<file path="src/rtl/fir_ctrl_pkg.sv">
// rtl/fir_ctrl_pkg.sv - state encoding and default sizes shared by the FIR RAM-control path
package fir_ctrl_pkg;

  typedef enum logic [2:0] {
    ST_IDLE,
    ST_ARM,
    ST_PRIME,
    ST_LOAD,
    ST_SETTLE,
    ST_WAIT,
    ST_READ
  } state_t;

  localparam int DEF_NUM_TAPS = 33;
  localparam int DEF_ADDR_W   = 6;
  localparam int DEF_DATA_W   = 16;

  // Number of host beats needed for a symmetric table.
  function automatic int half_taps(input int n);
    return (n + 1) / 2;
  endfunction

endpackage

</file>
<file path="src/rtl/tap_addr_counter.sv">
// rtl/tap_addr_counter.sv - mod-N tap counter with clear, enable and terminal count
module tap_addr_counter #(
  parameter int P_N = 33,
  parameter int P_W = 6
) (
  input  logic           i_clk,
  input  logic           i_rst,
  input  logic           i_clr,
  input  logic           i_en,
  output logic [P_W-1:0] o_cnt,
  output logic           o_tc
);

  localparam logic [P_W-1:0] LP_LAST = P_W'(P_N - 1);

  logic [P_W-1:0] r_cnt;

  assign o_cnt = r_cnt;
  assign o_tc  = (r_cnt == LP_LAST);

  always_ff @(posedge i_clk or posedge i_rst) begin
    if (i_rst) begin
      r_cnt <= '0;
    end else if (i_clr) begin
      r_cnt <= '0;
    end else if (i_en) begin
      r_cnt <= o_tc ? '0 : r_cnt + 1'b1;
    end
  end

endmodule

</file>
<file path="src/rtl/coeff_update_sequencer.sv">
// rtl/coeff_update_sequencer.sv - coefficient-load and tap-read RAM command sequencer
// COEFF_SYMM_EN: host sends half the table; each beat is mirrored to tap N-1-k.
module coeff_update_sequencer
  import fir_ctrl_pkg::*;
#(
  parameter int P_NUM_TAPS = DEF_NUM_TAPS,
  parameter int P_ADDR_W   = DEF_ADDR_W,
  parameter int P_DATA_W   = DEF_DATA_W
) (
  input  logic                       iClk_12M,
  input  logic                       iRst,
  input  logic                       iUpdReq,
  input  logic                       iCoeffValid,
  input  logic signed [P_DATA_W-1:0] iCoeffData,
  output logic                       oCoeffReady,
  input  logic                       iSampleValid,
  output logic                       oCoeffiUpdateFlag,
  output logic                       oCsnRam,
  output logic                       oWrnRam,
  output logic        [P_ADDR_W-1:0] oAddrRam,
  output logic signed [P_DATA_W-1:0] oWrDtRam,
  output logic                       oBusy,
  output logic                       oSweepDone,
  output logic                       oOverrun
);

  localparam logic [P_ADDR_W-1:0] LP_LAST_ADDR = P_ADDR_W'(P_NUM_TAPS - 1);

  state_t                       r_state;
  logic                         r_flag, r_csn, r_wrn, r_ready, r_busy, r_done, r_overrun, r_upd_pend;
  logic        [P_ADDR_W-1:0]   r_addr;
  logic signed [P_DATA_W-1:0]   r_data;
  logic        [P_ADDR_W-1:0]   w_cnt;
  logic                         w_tc, w_hs, w_cnt_en, w_cnt_clr, w_go_arm;

  assign w_hs     = (r_state == ST_LOAD) && r_ready && iCoeffValid;
  assign w_cnt_en = w_hs || ((r_state == ST_READ) && !r_done)
                 || ((r_state == ST_WAIT) && iSampleValid && !iUpdReq);
  // A sweep's final cycle also honours a request arriving on that very cycle.
  assign w_go_arm = (iUpdReq && ((r_state == ST_IDLE) || (r_state == ST_WAIT)))
                 || ((r_state == ST_READ) && r_done && (r_upd_pend || iUpdReq));

`ifdef COEFF_SYMM_EN
  localparam logic [P_ADDR_W-1:0] LP_LAST_BEAT = P_ADDR_W'(half_taps(P_NUM_TAPS) - 1);
  logic r_mirror, r_last_beat;
  assign w_cnt_clr = (r_state == ST_ARM) || (w_hs && (w_cnt == LP_LAST_BEAT));
`else
  assign w_cnt_clr = (r_state == ST_ARM);
`endif

  tap_addr_counter #(.P_N(P_NUM_TAPS), .P_W(P_ADDR_W)) u_tap_cnt (
    .i_clk (iClk_12M),
    .i_rst (iRst),
    .i_clr (w_cnt_clr),
    .i_en  (w_cnt_en),
    .o_cnt (w_cnt),
    .o_tc  (w_tc)
  );

  always_ff @(posedge iClk_12M or posedge iRst) begin
    if (iRst) begin
      r_state    <= ST_IDLE;
      r_flag     <= 1'b0;
      r_csn      <= 1'b1;
      r_wrn      <= 1'b1;
      r_addr     <= '0;
      r_data     <= '0;
      r_ready    <= 1'b0;
      r_busy     <= 1'b0;
      r_done     <= 1'b0;
      r_overrun  <= 1'b0;
      r_upd_pend <= 1'b0;
`ifdef COEFF_SYMM_EN
      r_mirror    <= 1'b0;
      r_last_beat <= 1'b0;
`endif
    end else begin
      r_done <= 1'b0;
      // r_busy is high exactly in ARM..SETTLE and READ, where a strobe cannot be served.
      if (iSampleValid && (r_busy || ((r_state == ST_WAIT) && iUpdReq)))
        r_overrun <= 1'b1;
      case (r_state)
        ST_WAIT: begin
          if (iSampleValid && !iUpdReq) begin
            r_state <= ST_READ;
            r_busy  <= 1'b1;
            r_csn   <= 1'b0;
            r_addr  <= w_cnt;
          end
        end
        ST_ARM: begin
          r_state <= ST_PRIME;
          r_csn   <= 1'b0;
          r_addr  <= '0;
          r_data  <= '0;
        end
        ST_PRIME: begin
          r_state <= ST_LOAD;
          r_csn   <= 1'b1;
          r_ready <= 1'b1;
        end
        ST_LOAD: begin
`ifdef COEFF_SYMM_EN
          if (r_mirror) begin
            r_csn    <= 1'b0;
            r_addr   <= LP_LAST_ADDR - r_addr;
            r_mirror <= 1'b0;
            if (r_last_beat) r_state <= ST_SETTLE;
            else             r_ready <= 1'b1;
          end else if (w_hs) begin
            r_csn   <= 1'b0;
            r_addr  <= w_cnt;
            r_data  <= iCoeffData;
            r_ready <= 1'b0;
            if (w_cnt == LP_LAST_ADDR - w_cnt) begin
              r_state <= ST_SETTLE;
            end else begin
              r_mirror    <= 1'b1;
              r_last_beat <= (w_cnt == LP_LAST_BEAT);
            end
          end else begin
            r_csn <= 1'b1;
          end
`else
          if (w_hs) begin
            r_csn  <= 1'b0;
            r_addr <= w_cnt;
            r_data <= iCoeffData;
            if (w_tc) begin
              r_state <= ST_SETTLE;
              r_ready <= 1'b0;
            end
          end else begin
            r_csn <= 1'b1;
          end
`endif
        end
        ST_SETTLE: begin
          r_state <= ST_WAIT;
          r_flag  <= 1'b0;
          r_csn   <= 1'b1;
          r_wrn   <= 1'b1;
          r_ready <= 1'b0;
          r_busy  <= 1'b0;
        end
        ST_READ: begin
          if (iUpdReq) r_upd_pend <= 1'b1;
          if (r_done) begin
            r_state <= ST_WAIT;
            r_csn   <= 1'b1;
            r_busy  <= 1'b0;
          end else begin
            r_addr <= w_cnt;
            if (w_tc) r_done <= 1'b1;
          end
        end
        default: ;
      endcase
      if (w_go_arm) begin
        r_state    <= ST_ARM;
        r_flag     <= 1'b1;
        r_csn      <= 1'b1;
        r_wrn      <= 1'b0;
        r_ready    <= 1'b0;
        r_busy     <= 1'b1;
        r_upd_pend <= 1'b0;
      end
    end
  end

  assign oCoeffiUpdateFlag = r_flag;
  assign oCsnRam           = r_csn;
  assign oWrnRam           = r_wrn;
  assign oAddrRam          = r_addr;
  assign oWrDtRam          = r_data;
  assign oCoeffReady       = r_ready;
  assign oBusy             = r_busy;
  assign oSweepDone        = r_done;
  assign oOverrun          = r_overrun;

endmodule

</file>
<file path="config.mk">
export PLATFORM = sky130hd
export DESIGN_NAME = coeff_update_sequencer
export DESIGN_NICKNAME = d
export VERILOG_FILES = /design/src/rtl/fir_ctrl_pkg.sv /design/src/rtl/tap_addr_counter.sv /design/src/rtl/coeff_update_sequencer.sv
export SDC_FILE = /design/constraint.sdc
export NUM_CORES = 1
export LEC_CHECK = 0
export CORE_ASPECT_RATIO = 0.5
export CORE_UTILIZATION = 51
export CTS_BUF_LIST = sky130_fd_sc_hd__clkbuf_2
export DETAILED_ROUTE_END_ITERATION = 12
export MAX_ROUTING_LAYER = met4
export PLACE_DENSITY = 0.83
export SLEW_MARGIN = 20
export SYNTH_ARGS = -nofsm -noshare
export SYNTH_HDL_FRONTEND = slang
export SYNTH_HIERARCHICAL = 1
export SYNTH_SLANG_ARGS = --single-unit
</file>
<file path="constraint.sdc">
create_clock -name iClk_12M -period 2.5 [get_ports iClk_12M]
set_clock_uncertainty 0.05 [all_clocks]
set_input_delay 0.25 -clock iClk_12M [delete_from_list [all_inputs] [get_ports iClk_12M]]
set_output_delay 0.25 -clock iClk_12M [all_outputs]
set_load 0.02 [all_outputs]
</file>
==> results.cfg, run 1 <==
[die]
rows = 15
io_pins = 50
coreArea_um2 = 3570
start_util_pct = 55.5
fp.dieW_um = 90.1
die_y_um = 46.1
die-area_um2 = 4150

[clocking]
cts_max_level = 2
cts_tree = done
postCtsSetupBuffers = 0
cts_root_buffer = clkbuf_2
cts.clk_slew.worst_paths_ps = 210
numCtsBuffers = 5
cts_resized = 0
clock_path_buffers = 2
ctsHoldBuffers = 0
insertion_delay_ps = 400
cts.sinks = 39

[yosys]
ys_ff_latch = 39
yosysMostFrequentCell = dfrtp_1
netlist_area_um2 = 1980
synthTopCellsByCount = dfrtp_1 (37), a22o_1 (16), nand2_1 (16)
syn_avg_cell_area_um2 = 10.6
ys_types = 52
syn_inst = 187
synth-seq-area-share_pct = 49.4
synth_top_area_share_pct = 46.7
yosysWarningCount = 6
synthFlopType = dfrtp_1
synth_edf_count = 0
async_reset_ff_share_pct = 100
ys_top_cells_by_area = dfrtp_1 (47%), a22o_1 (7.1%), mux2i_1 (3.5%)
yosys.area.top_type = dfrtp_1
syn_nets = 210

[global_route]
grt_max_degree = 34
grt_antenna_before_repair = 0
grt_pass1_wl_um = 7370
use_met3_pct = 5.61
grt_pass1_vias = 1523
overflow = 0
grt_usage_pct = 24.4
grt_busiest_layer = met2
grtUsageMet2_pct = 38.6
met1_usage_pct = 32.4

[sta]
setup_slack_ps = 415
whs_ps = 9.13
slew_headroom_pct = 60.6
slew_viol_final = 0
finalHoldViolCount = 0
post-route-min-period_ps = 2090
setup_viol = 0
tns_ps = 0
period_share_pct = 83.4
max_freq_ghz = 0.480
tightest_slew_ps = 590
rsz0062_at_grt = no

[power]
p_switching_mw = 1.39
switching_share_pct = 41.7
cellPowerDensity_nw_per_um2 = 1290
p_int_mw = 1.94
combPwrFrac_pct = 53.6
clkPwrFrac_pct = 11.6
vdd_drop_max_mv = 0.595
p_leak_nw = 1.16
p_seq_share_pct = 34.8

[placement]
gp_congestion = 0.897
dp_hpwl_um = 3180
place_ws_ps = 481
portBuffers = 49
placed_cell_area_um2 = 2500

[worst_setup_path]
rrSetupSlack_ps = 410
r2r_cells = 6
crit_type = register to register
required_ps = 2780
worstSetupEndpointType = register
worst-path-max-fanout = 16
r2r-end = u_tap_cnt/o_cnt[2]
worstPathArrival_ps = 2370
timing.rr.start = r_state[0]
start_kind = register

[drt]
drtPass1Iterations = 4
wl_um = 4320
drc = 0
drtAntennaViolNets = 0
routed-via-count = 1638
drt_iter0_markers = 211
routedWlPerCell_um = 14.9
vias_per_cell = 5.65

[final_layout]
finish.utilization_pct = 72.1
fin_area_um2 = 2570
diodes = 0
nets = 261
area_growth_pct = 29.8
drive_gt1_share_pct = 11.3

[hold_path]
min_path_type = input pin to async pin

[status]
outcome = completed

[flow_run]
drv_cap = 0
-- routing by layer --
layer	vias to the layer above	routed length [um]
li1	773	-
met1	792	2010
met2	68	2000
met3	5	272
met4	0	38
met5	-	0
-- layout by cell type (no fill, tap or decap), drive strengths merged, types with 3 or more instances in the layout --
| cell type | synthesis | routed |
|---|---|---|
| o21ai | 6 | 6 |
| dfrtp | 37 | 37 |
| a21oi | 6 | 6 |
| buf | 8 | 5 |
| nor2 | 12 | 12 |
| nand2 | 17 | 17 |
| inv | 16 | 16 |
| nor2b | 4 | 4 |
| nand3 | 5 | 5 |
| a22o | 16 | 16 |
| clkdlybuf4s50 | 0 | 49 |
| nand2b | 5 | 5 |
| clkbuf | 2 | 5 |
| nor3b | 3 | 3 |
| and3 | 5 | 5 |
| a31oi | 3 | 3 |
| mux2i | 7 | 7 |
-- flip-flops by register name (all words and copies together) (netlist names) --
name               cells
oWrnRam                1
u_tap_cnt/o_cnt        6
oWrDtRam              16
oSweepDone             1
r_state                3
oBusy                  1
oCsnRam                1
oCoeffReady            1
r_upd_pend             1
oAddrRam               6
oCoeffiUpdateFlag      1
oOverrun               1
-- layout make-up --
type / count / area, um2
Clock inverter: 3 / 43.8
Sequential cell: 39 / 978
Tap cell: 51 / 63.8
Inverter: 16 / 60.1
Timing Repair Buffer: 54 / 528
Clock buffer: 5 / 25.0
Multi-Input combinational cell: 122 / 872
Fill cell: 281 / 995
-- logic make-up (layout without fill, tap and decap cells) --
| family | after synthesis | in the layout | synth area share [%] |
|---|---|---|---|
| compound gates | 52 | 52 | 21.2 |
| xor+xnor | 2 | 2 | 0.885 |
| fa+ha+maj | 2 | 2 | 1.26 |
| buf+inv | 26 | 78 | 6.57 |
| flops | 39 | 39 | 49.4 |
| mux | 8 | 8 | 4.30 |
| simple gates | 58 | 58 | 16.4 |
-- critical path, cell delays in order (launching register included) --
cell and delay (ps):
dfrtp_1 720, nand3_2 190, nor3b_4 260, a21o_1 260, nand2_2 90, a311o_1 330
a21oi_2 110
-- through the flow --
step | power [mW] | std cells
6_report | 3.33 | 290
5_1_grt | 3.56 | 290
4_1_cts | 3.34 | 290
3_5_place_dp | 2.96 | 282
3_3_place_gp | 2.89 | 282
2_1_floorplan | 2.35 | 187
-- power by group through the flow --
stage	registers, mW	logic [mW]	clock network, mW
3_3_place_gp	1.15	1.74	0
4_1_cts	1.15	1.80	0.393
3_5_place_dp	1.17	1.79	0
5_1_grt	1.21	1.94	0.416
6_report	1.16	1.79	0.385
2_1_floorplan	1.32	1.02	0
-- worst max path at each step --
stage / from / to / depth (start not counted)
2_1_floorplan: oCoeffReady / u_tap_cnt/o_cnt[2] / 7
3_3_place_gp: iUpdReq / u_tap_cnt/o_cnt[5] / 7
3_5_place_dp: iUpdReq / u_tap_cnt/o_cnt[5] / 7
4_1_cts: r_state[0] / u_tap_cnt/o_cnt[2] / 6
5_1_grt: r_state[0] / u_tap_cnt/o_cnt[0] / 6
6_report: r_state[0] / u_tap_cnt/o_cnt[2] / 6
Note: power is estimated with default switching activity, not from simulation.
==> run 2: changes to the inputs <==
--- a/config.mk
+++ b/config.mk
@@ -6,11 +6,11 @@
 export NUM_CORES = 1
 export LEC_CHECK = 0
 export CORE_ASPECT_RATIO = 0.5
-export CORE_UTILIZATION = 51
+export CORE_UTILIZATION = 46
 export CTS_BUF_LIST = sky130_fd_sc_hd__clkbuf_2
 export DETAILED_ROUTE_END_ITERATION = 12
 export MAX_ROUTING_LAYER = met4
-export PLACE_DENSITY = 0.83
+export PLACE_DENSITY = 0.79
 export SLEW_MARGIN = 20
 export SYNTH_ARGS = -nofsm -noshare
 export SYNTH_HDL_FRONTEND = slang
==> constraint.sdc (replaced) <==
create_clock -name iClk_12M -period 1.71 [get_ports iClk_12M]
set_clock_uncertainty 0.05 [all_clocks]
set_input_delay 0.171 -clock iClk_12M [delete_from_list [all_inputs] [get_ports iClk_12M]]
set_output_delay 0.171 -clock iClk_12M [all_outputs]
set_load 0.02 [all_outputs]
==> run 2 against run 1 <==
Count of clock-buffer cells in the layout unchanged. Wire length increased by 8.1%. Design area increased by 5.2%. Setup slack got worse by 340 ps. Global-route usage decreased by 2.3 points. Flip-flop and latch count unchanged. Die area increased by 11%. Utilization decreased by 4.6 points. First-iteration DRC count decreased by 9.0%. Critical path type is now register to primary output.
==> results.cfg, run 2 (synthesis results as in run 1) <==
[status]
outcome = completed

[drt]
routedWlPerCell_um = 15.1
drt_iter0_markers = 192
drtAntennaViolNets = 0
vias_per_cell = 5.56
drtPass1Iterations = 4
routed-via-count = 1719
wl_um = 4670
drc = 0

[sta]
post-route-min-period_ps = 1630
slew_headroom_pct = 71.1
tns_ps = 0
tightest_slew_ps = 434
max_freq_ghz = 0.612
rsz0062_at_grt = no
slew_viol_final = 0
period_share_pct = 95.5
finalHoldViolCount = 0
setup_viol = 0
whs_ps = 314

[die]
die-area_um2 = 4590
rows = 16
io_pins = 50
coreArea_um2 = 4000
start_util_pct = 49.5
die_y_um = 48.4
fp.dieW_um = 94.8

[flow_run]
drv_cap = 0

[hold_path]
min_path_type = input pin to register

[worst_setup_path]
worstPathArrival_ps = 1410
path_cells = clkdlybuf4s50_1
crit_slowest_cell = clkdlybuf4s50_1
worst-path-max-fanout = 2
worstSetupEndpointType = primary output
start_kind = register
slowest_delay_ps = 610
required_ps = 1490
critPathBufInv = 1
critical_path.top_delay_family = buffers and inverters
crit_type = register to primary output

[clocking]
clock_path_buffers = 2
cts_root_buffer = clkbuf_2
cts.clk_slew.worst_paths_ps = 190
numCtsBuffers = 5
insertion_delay_ps = 400
cts_tree = done
cts.sinks = 39
cts_max_level = 2

[power]
cellPowerDensity_nw_per_um2 = 1880
p_leak_nw = 1.25
p_switching_mw = 2.08
combPwrFrac_pct = 56.5
switching_share_pct = 41.0
vdd_drop_max_mv = 0.715
p_int_mw = 3.00
clkPwrFrac_pct = 10.6
p_seq_share_pct = 32.8

[placement]
gp_congestion = 0.902
dp_hpwl_um = 3410
portBuffers = 49
post-place-cells = 299
placed_cell_area_um2 = 2620

[final_layout]
mostFrequentLayoutCell = clkdlybuf4s50_1
largest_register_ffs = 16
drive_gt1_share_pct = 18.8
finish.utilization_pct = 67.5
diodes = 0
n_fill_cell = 320
nets = 277
area_growth_pct = 36.5
fin_area_um2 = 2700
layout_common_cells = clkdlybuf4s50_1 (43), dfrtp_1 (33), buf_4 (20)
final_cells = 309

[global_route]
grt_max_degree = 34
grt_pass1_wl_um = 7430
overflow = 0
grtUsageMet2_pct = 32.5
grt_pass1_vias = 1502
grt_busiest_layer = met2
met1_usage_pct = 30.6
grt_usage_pct = 22.1
use_met3_pct = 5.50
grt_antenna_before_repair = 0
==> run 2: changes by cell type in the layout (fill, tap and decap cells not counted), moves of 4 or more <==
cell / delta
buf_4: +15
clkdlybuf4s50_1: -6
dlygate4sd2_1: +5
dfrtp_1: -4
dfrtp_2: +4
==> run 2: cell type report <==
class	count	area (um2)	share of cell area, %
Clock buffer	5	25.0	0.925
Tap cell	54	67.6	2.50
Sequential cell	39	983	36.4
Inverter	16	60.1	2.22
Timing Repair Buffer	70	647	23.9
Clock inverter	3	38.8	1.43
Multi-Input combinational cell	122	882	32.6
==> run 2: path summary, 6_finish.rpt <==
kind                                       to     startpoint  cells after the start  slack (ps)
min in group asynchronous  u_tap_cnt/o_cnt[1]           iRst                      3         480
setup / recovery                  oWrDtRam[1]    oWrDtRam[1]                      1          80
hold reg to reg                      oOverrun       oOverrun                      1         450
hold / removal                    oWrDtRam[7]  iCoeffData[7]                      2         310
setup reg to reg           u_tap_cnt/o_cnt[0]     r_state[0]                      6          80
max in group asynchronous             oCsnRam           iRst                      4         600
==> run 2: power by group through the flow <==
stage | sequential, mW | combinational (mW) | clock, mW
after floorplan | 1.94 | 1.52 | 0
after global placement | 1.66 | 2.80 | 0
after detailed placement | 1.67 | 2.87 | 0
after CTS | 1.66 | 2.86 | 0.556
after global routing | 1.72 | 3.09 | 0.588
final | 1.67 | 2.87 | 0.540
==> run 2: what timing repair did <==
action / in CTS / in global routing
gates resized for setup: 7 / 4
buffers inserted: 0 / 1
endpoints found under the hold margin: 6 / 0
hold buffers: 1 / 0
setup endpoints to repair: 6 / 6
==> run 2: metal layers <==
| layer | up-vias | part of all wire (%) | wire (um) |
|---|---|---|---|
| met5 | - | 0 | 0 |
| met3 | 7 | 6.8 | 319 |
| met4 | 0 | 0.90 | 42 |
| met1 | 842 | 47 | 2200 |
| li1 | 809 | - | - |
| met2 | 61 | 45 | 2110 |
==> run 2: metrics by stage <==
stage / setup slack (ps) / total power [mW]
after CTS: 10.3 / 5.07
after global placement: -57.0 / 4.46
final: 76.7 / 5.08
after detailed placement: -85.9 / 4.54
after floorplan: -15.1 / 3.45
after global routing: 2.40 / 5.40
